===== src/rtl/uart_pkg.sv =====
// Shared UART definitions: transmit FSM state encoding, default baud
// divider for the 100 MHz / 19200 baud link, and the odd-parity helper.
package uart_pkg;

  localparam int unsigned BAUD_CYCLES_DEFAULT = 5208;
  localparam int unsigned TIMER_W_DEFAULT     = 13;

  typedef enum logic [2:0] {
    ST_IDLE  = 3'd0,
    ST_START = 3'd1,
    ST_DATA  = 3'd2,
    ST_PAR   = 3'd3,
    ST_STOP  = 3'd4,
    ST_ACK   = 3'd5
  } tx_state_t;

  // Parity bit that gives data plus parity an odd weight.
  function automatic logic odd_par(input logic [7:0] b);
    return ~^b;
  endfunction

endpackage


===== src/rtl/uart_baud_timer.sv =====
// Bit-period timer: counts 0..BAUD_CYCLES-1 and wraps, flagging the last
// cycle of each bit period.
//   clk   - system clock
//   Reset - synchronous active-high reset
//   clr   - holds the count at zero (used while the link is idle)
//   done  - high on the final cycle of the current bit period
module uart_baud_timer
  import uart_pkg::*;
#(
  parameter int unsigned BAUD_CYCLES = BAUD_CYCLES_DEFAULT,
  parameter int unsigned TIMER_W     = TIMER_W_DEFAULT
) (
  input  logic clk,
  input  logic Reset,
  input  logic clr,
  output logic done
);

  localparam logic [TIMER_W-1:0] LAST = TIMER_W'(BAUD_CYCLES - 1);

  logic [TIMER_W-1:0] count;

  // Wraps to zero on the same edge that done is seen.
  always_ff @(posedge clk) begin
    if (Reset || clr) begin
      count <= '0;
    end else if (done) begin
      count <= '0;
    end else begin
      count <= count + TIMER_W'(1);
    end
  end

  assign done = (count == LAST);

endmodule


===== src/rtl/uart_tx.sv =====
// UART transmitter: one 8-O-1 frame (start, 8 data LSB first, odd parity,
// stop) per accepted request.
//   clk   - system clock
//   Reset - synchronous active-high reset; aborts any frame, Sout high
//   Send  - request level, sampled only while idle
//   Din   - byte captured on the cycle the request is accepted
//   Sout  - registered serial line, idle high
//   Busy  - high whenever not idle
//   Sent  - completion handshake, high until Send is dropped
module uart_tx
  import uart_pkg::*;
#(
  parameter int unsigned BAUD_CYCLES = BAUD_CYCLES_DEFAULT,
  parameter int unsigned TIMER_W     = TIMER_W_DEFAULT
) (
  input  logic       clk,
  input  logic       Reset,
  input  logic       Send,
  input  logic [7:0] Din,
  output logic       Sout,
  output logic       Busy,
  output logic       Sent
);

  localparam logic [2:0] IDLE  = ST_IDLE;
  localparam logic [2:0] START = ST_START;
  localparam logic [2:0] DATA  = ST_DATA;
  localparam logic [2:0] PAR   = ST_PAR;
  localparam logic [2:0] STOP  = ST_STOP;
  localparam logic [2:0] ACK   = ST_ACK;

  logic [2:0] state, state_next;
  logic [7:0] shreg, shreg_next;
  logic       par, par_next;
  logic [3:0] bit_cnt, bit_cnt_next;
  logic       sout_next, busy_next, sent_next;
  logic       timer_done;

  uart_baud_timer #(
    .BAUD_CYCLES(BAUD_CYCLES),
    .TIMER_W    (TIMER_W)
  ) u_timer (
    .clk  (clk),
    .Reset(Reset),
    .clr  (state == IDLE),
    .done (timer_done)
  );

  // State, datapath and registered outputs.
  always_ff @(posedge clk) begin
    if (Reset) begin
      state   <= IDLE;
      shreg   <= '0;
      par     <= 1'b0;
      bit_cnt <= '0;
      Sout    <= 1'b1;
      Busy    <= 1'b0;
      Sent    <= 1'b0;
    end else begin
      state   <= state_next;
      shreg   <= shreg_next;
      par     <= par_next;
      bit_cnt <= bit_cnt_next;
      Sout    <= sout_next;
      Busy    <= busy_next;
      Sent    <= sent_next;
    end
  end

  // Next state and datapath.
  always_comb begin
    state_next   = state;
    shreg_next   = shreg;
    par_next     = par;
    bit_cnt_next = bit_cnt;
    case (state)
      IDLE: begin
        if (Send) begin
          state_next = START;
          shreg_next = Din;
          par_next   = odd_par(Din);
        end
      end
      START: begin
        if (timer_done) begin
          state_next   = DATA;
          bit_cnt_next = '0;
        end
      end
      DATA: begin
        if (timer_done) begin
          shreg_next   = {1'b0, shreg[7:1]};
          bit_cnt_next = bit_cnt + 4'd1;
          if (bit_cnt == 4'd7) begin
            state_next = PAR;
          end
        end
      end
      PAR: begin
        if (timer_done) begin
          state_next = STOP;
        end
      end
      STOP: begin
        if (timer_done) begin
          state_next = ACK;
        end
      end
      ACK: begin
        if (!Send) begin
          state_next = IDLE;
        end
      end
      default: begin
        state_next = IDLE;
      end
    endcase
  end

  // Outputs are decoded from the next state so the registers line up with
  // the state they describe; Sout never passes through combinational logic
  // after the flop.
  always_comb begin
    sout_next = 1'b1;
    busy_next = (state_next != IDLE);
    sent_next = (state_next == ACK);
    case (state_next)
      START:   sout_next = 1'b0;
      DATA:    sout_next = shreg_next[0];
      PAR:     sout_next = par_next;
      default: sout_next = 1'b1;
    endcase
  end

endmodule


===== config.mk =====
export PLATFORM = sky130hd
export DESIGN_NAME = uart_tx
export DESIGN_NICKNAME = d
export VERILOG_FILES = /design/src/rtl/uart_pkg.sv /design/src/rtl/uart_baud_timer.sv /design/src/rtl/uart_tx.sv
export SDC_FILE = /design/constraint.sdc
export NUM_CORES = 1
export LEC_CHECK = 0
export CORE_MARGIN = 1.5
export CORE_UTILIZATION = 40
export DETAILED_ROUTE_END_ITERATION = 10
export DONT_BUFFER_PORTS = 1
export GPL_TIMING_DRIVEN = 0
export HOLD_SLACK_MARGIN = 0.12
export PLACE_DENSITY = 0.58
export SYNTH_ARGS = -nofsm -noshare
export SYNTH_HDL_FRONTEND = slang
export SYNTH_SLANG_ARGS = --single-unit

===== constraint.sdc =====
create_clock -name clk -period 2.6 [get_ports clk]
set_input_delay 0.52 -clock clk [delete_from_list [all_inputs] [get_ports clk]]
set_output_delay 0.52 -clock clk [all_outputs]
set_load 0.02 [all_outputs]

==> flow_metrics.env <==
export IMPL_status="finished, final reports clean"
export IMPL_wire_per_inst_microns=12.58
export IMPL_leakage_nw=0.5919
export IMPL_final_nets=197
export IMPL_path_max_fanout=5
export IMPL_cap_violations=0
export IMPL_io_buffers=0
export IMPL_gp_congestion=0.7771
export IMPL_finalNonFillerCells=233
export IMPL_root_buffer="clkbuf_8"
export IMPL_hp_start="Din[7]"
export IMPL_startpoint="u_timer.count[9]"
export IMPL_comb_power_share_pct=7.0
export IMPL_vias=1263
export IMPL_clk_latency_ns=0.28
export IMPL_diodes=0
export IMPL_clock_sinks=32
export IMPL_grt_overflow_total=0
export IMPL_cp_start_kind="flip-flop"
export IMPL_placed_cells=224
export IMPL_utilization_pct=47.31
export IMPL_p_int_uw=823.2
export IMPL_syn_nets=189
export IMPL_arrival_ns=2.60
export IMPL_setup_viol=0
export IMPL_grt_pass1_vias=1178
export IMPL_finalHoldViolations=0
export IMPL_rows=22
export IMPL_ys_seq_area_share_pct=40.70
export IMPL_dr_pass1_iters=4
export IMPL_drive_gt1_share_pct=12.97
export IMPL_tightestPinTransition_ns=0.5773
export IMPL_wirelength_mm=2.930
export IMPL_synth_seq_cells=32
export IMPL_clkPwrFrac_pct=44.3
export IMPL_vdd_ir_drop_max_v=0.0003709
export IMPL_rr_startpoint="u_timer.count[9]"
export IMPL_skew_ns=0.008991
export IMPL_cts_htree_levels=2
export IMPL_criticalPathCategory="flip-flop to flip-flop"
export IMPL_grt_first_pass_wirelength_mm=5.078
export IMPL_max_clock_freq_mhz=412.5
export IMPL_ios=14
export IMPL_synth_flop_cell="dfxtp_1"
export IMPL_tritoncts="built"
export IMPL_netlist_area_sq_um=1574
export IMPL_drc=0
export IMPL_viasPerCell=5.421
export IMPL_grt_usage_pct=15.21
export IMPL_postSynth_asyncResetShare_pct=0
export IMPL_yosysUniqueCellTypes=44
export IMPL_rsz0062_at_grt="no"
export IMPL_required_ns=2.78
export IMPL_p_seq_share_pct=48.7
export IMPL_placeableCoreArea_sq_um=3716
export IMPL_syn_area_per_cell_sq_um=8.943
export IMPL_dieArea_sq_um=4320
export IMPL_end_kind="flip-flop"
export IMPL_yosysWarnings=0
export IMPL_finalCritPeriodShare_pct=93.24
export IMPL_synth_cells=176
export IMPL_syn_to_final_growth_pct=11.69
export IMPL_die_w_microns=65.73
export IMPL_maxSlewViolCount=0
export IMPL_synth_edff_count=0
export IMPL_antenna_found_initial=0
export IMPL_initial_core_util_pct=42.36
export IMPL_grt_max_degree=12
export IMPL_cts_buffers_inserted=5
export IMPL_power_density_nw_per_um2=600.8
export IMPL_hold_path_class="input pin to flip-flop"
export IMPL_hpwl_mm=2.102
export IMPL_p_switching_uw=232.9
export IMPL_drt_iter0_drc=56
export IMPL_maxSlewHeadroom_pct=60.97
export IMPL_clk_path_buf_depth=2
export IMPL_die_h_microns=65.73
export IMPL_ant_nets=0
export IMPL_netSwitchingFraction_pct=22.05
export IMPL_clk_pin_slew_worst_paths_ns=0.07
export IMPL_finalCriticalPeriod_ns=2.424
-- power by group through the flow --
stage	Sequential [mW]	Combinational (mW)	Clock, mW
after floorplan	0.524	0.0626	0
after global placement	0.525	0.0727	0
after detailed placement	0.526	0.0746	0
after CTS	0.514	0.0749	0.483
after global routing	0.516	0.0826	0.507
final	0.514	0.0740	0.468
-- metal layers --
layer / global-route usage, % / share of wire, % / vias to the layer above / wire (microns)
li1: - / - / 641 / -
met1: 18.35 / 48 / 589 / 1395
met2: 24.87 / 46 / 28 / 1358
met3: 4.281 / 4.7 / 5 / 139
met4: 7.031 / 1.2 / 0 / 36
met5: 0 / 0 / - / 0
-- critical path, cell delays in order, from the launching register on --
cell	delay, ns
dfxtp_1	0.35
or4b_4	0.58
nor3_2	0.35
nand2_1	0.11
xnor2_1	0.16
or4b_1	0.51
a211o_1	0.26
-- sequential cells by signal (all words and copies together) (netlist names) --
register	flops
Busy	1
Sent	1
Sout	1
bit_cnt	4
par	1
shreg	8
state	3
u_timer.count	13
-- placed cells by master, fill, tap and decap left out, types with 2 or more instances in the layout --
master | synthesis | layout
and3_1 | 3 | 3
nor4b_1 | 2 | 2
nand2_1 | 11 | 11
nand3_1 | 7 | 7
a21oi_1 | 16 | 16
inv_1 | 4 | 4
clkbuf_8 | 2 | 7
a22oi_1 | 6 | 6
and2_1 | 3 | 3
or3b_2 | 2 | 2
clkbuf_1 | 4 | 4
and3_2 | 2 | 2
nor2_1 | 20 | 20
nand4_1 | 3 | 3
xnor2_1 | 15 | 15
ha_1 | 2 | 2
dfxtp_1 | 32 | 32
nor3_1 | 4 | 3
o31ai_1 | 2 | 2
nand2b_1 | 2 | 2
xor2_1 | 4 | 4
o21ai_0 | 6 | 6
nor2b_1 | 3 | 3
-- synthesized netlist by cell type (all sizes together) (2+ instances only) --
| library cell | count | area share [%] |
|---|---|---|
| o21ai | 6 | 1.9 |
| nand4 | 3 | 1.2 |
| or3b | 2 | 1.1 |
| and2 | 3 | 1.2 |
| nand2 | 11 | 2.6 |
| inv | 4 | 0.95 |
| nor2 | 21 | 5.5 |
| a21oi | 17 | 5.6 |
| nand3 | 7 | 2.2 |
| nand2b | 2 | 0.79 |
| dfxtp | 32 | 41 |
| a22oi | 6 | 2.9 |
| o31ai | 2 | 0.95 |
| nor4 | 2 | 1.7 |
| clkbuf | 7 | 3.0 |
| xnor2 | 15 | 8.3 |
| ha | 2 | 1.6 |
| nor2b | 3 | 1.2 |
| and3 | 5 | 2.1 |
| xor2 | 4 | 2.2 |
| nor3 | 4 | 1.3 |
| or4b | 2 | 1.5 |
| nor4b | 2 | 1.1 |
-- final timing paths --
path | slack [ns] | to | cells after the start
max | 0.18 | Sout | 6
min | 0.38 | shreg[7] | 2
max reg2reg | 0.18 | Sout | 6
min reg2reg | 0.46 | shreg[3] | 2
-- layout make-up --
cell class | count | area [sq um]
Buffer | 7 | 47.55
Clock buffer | 5 | 68.82
Clock inverter | 3 | 42.54
Fill cell | 362 | 1958
Inverter | 4 | 15.01
Multi-Input combinational cell | 133 | 875.8
Sequential cell | 32 | 640.6
Tap cell | 48 | 60.06
Timing Repair Buffer | 1 | 7.507
-- timing repair --
action | in CTS | in global routing
hold endpoints to repair | 0 | 0
setup buffers | 1 | 0
hold buffers | 0 | 0
resized for setup | 1 | 0
endpoints found under the setup margin | 1 | 0
-- kinds of logic after synthesis --
kind of cell             Yosys count  share of synthesized area [%]
AO/OA/AOI/OAI                     37                          14.87
multiplexers                       1                         0.6360
XOR/XNOR                          19                          10.57
adder cells (fa/ha/maj)            2                          1.590
buffers and inverters             11                          3.974
AND/OR/NAND/NOR                   74                          27.66
flip-flops                        32                          40.70
-- metrics by stage --
step           hold WS, ns  area [sq um]  total power [mW]  worst slack, ns    TNS, ns
3_3_place_gp        0.4428          1634            0.5979        -0.005049  -0.005049
4_1_cts             0.3840          1758             1.072           0.1599          0
3_5_place_dp        0.4477          1634            0.6003         -0.03123   -0.03123
6_report            0.3835          1758             1.056           0.1757          0
2_1_floorplan       0.4297          1574            0.5867           0.1913          0
5_1_grt             0.4060          1758             1.106          0.01297          0
(Power assumes the default switching activity.)
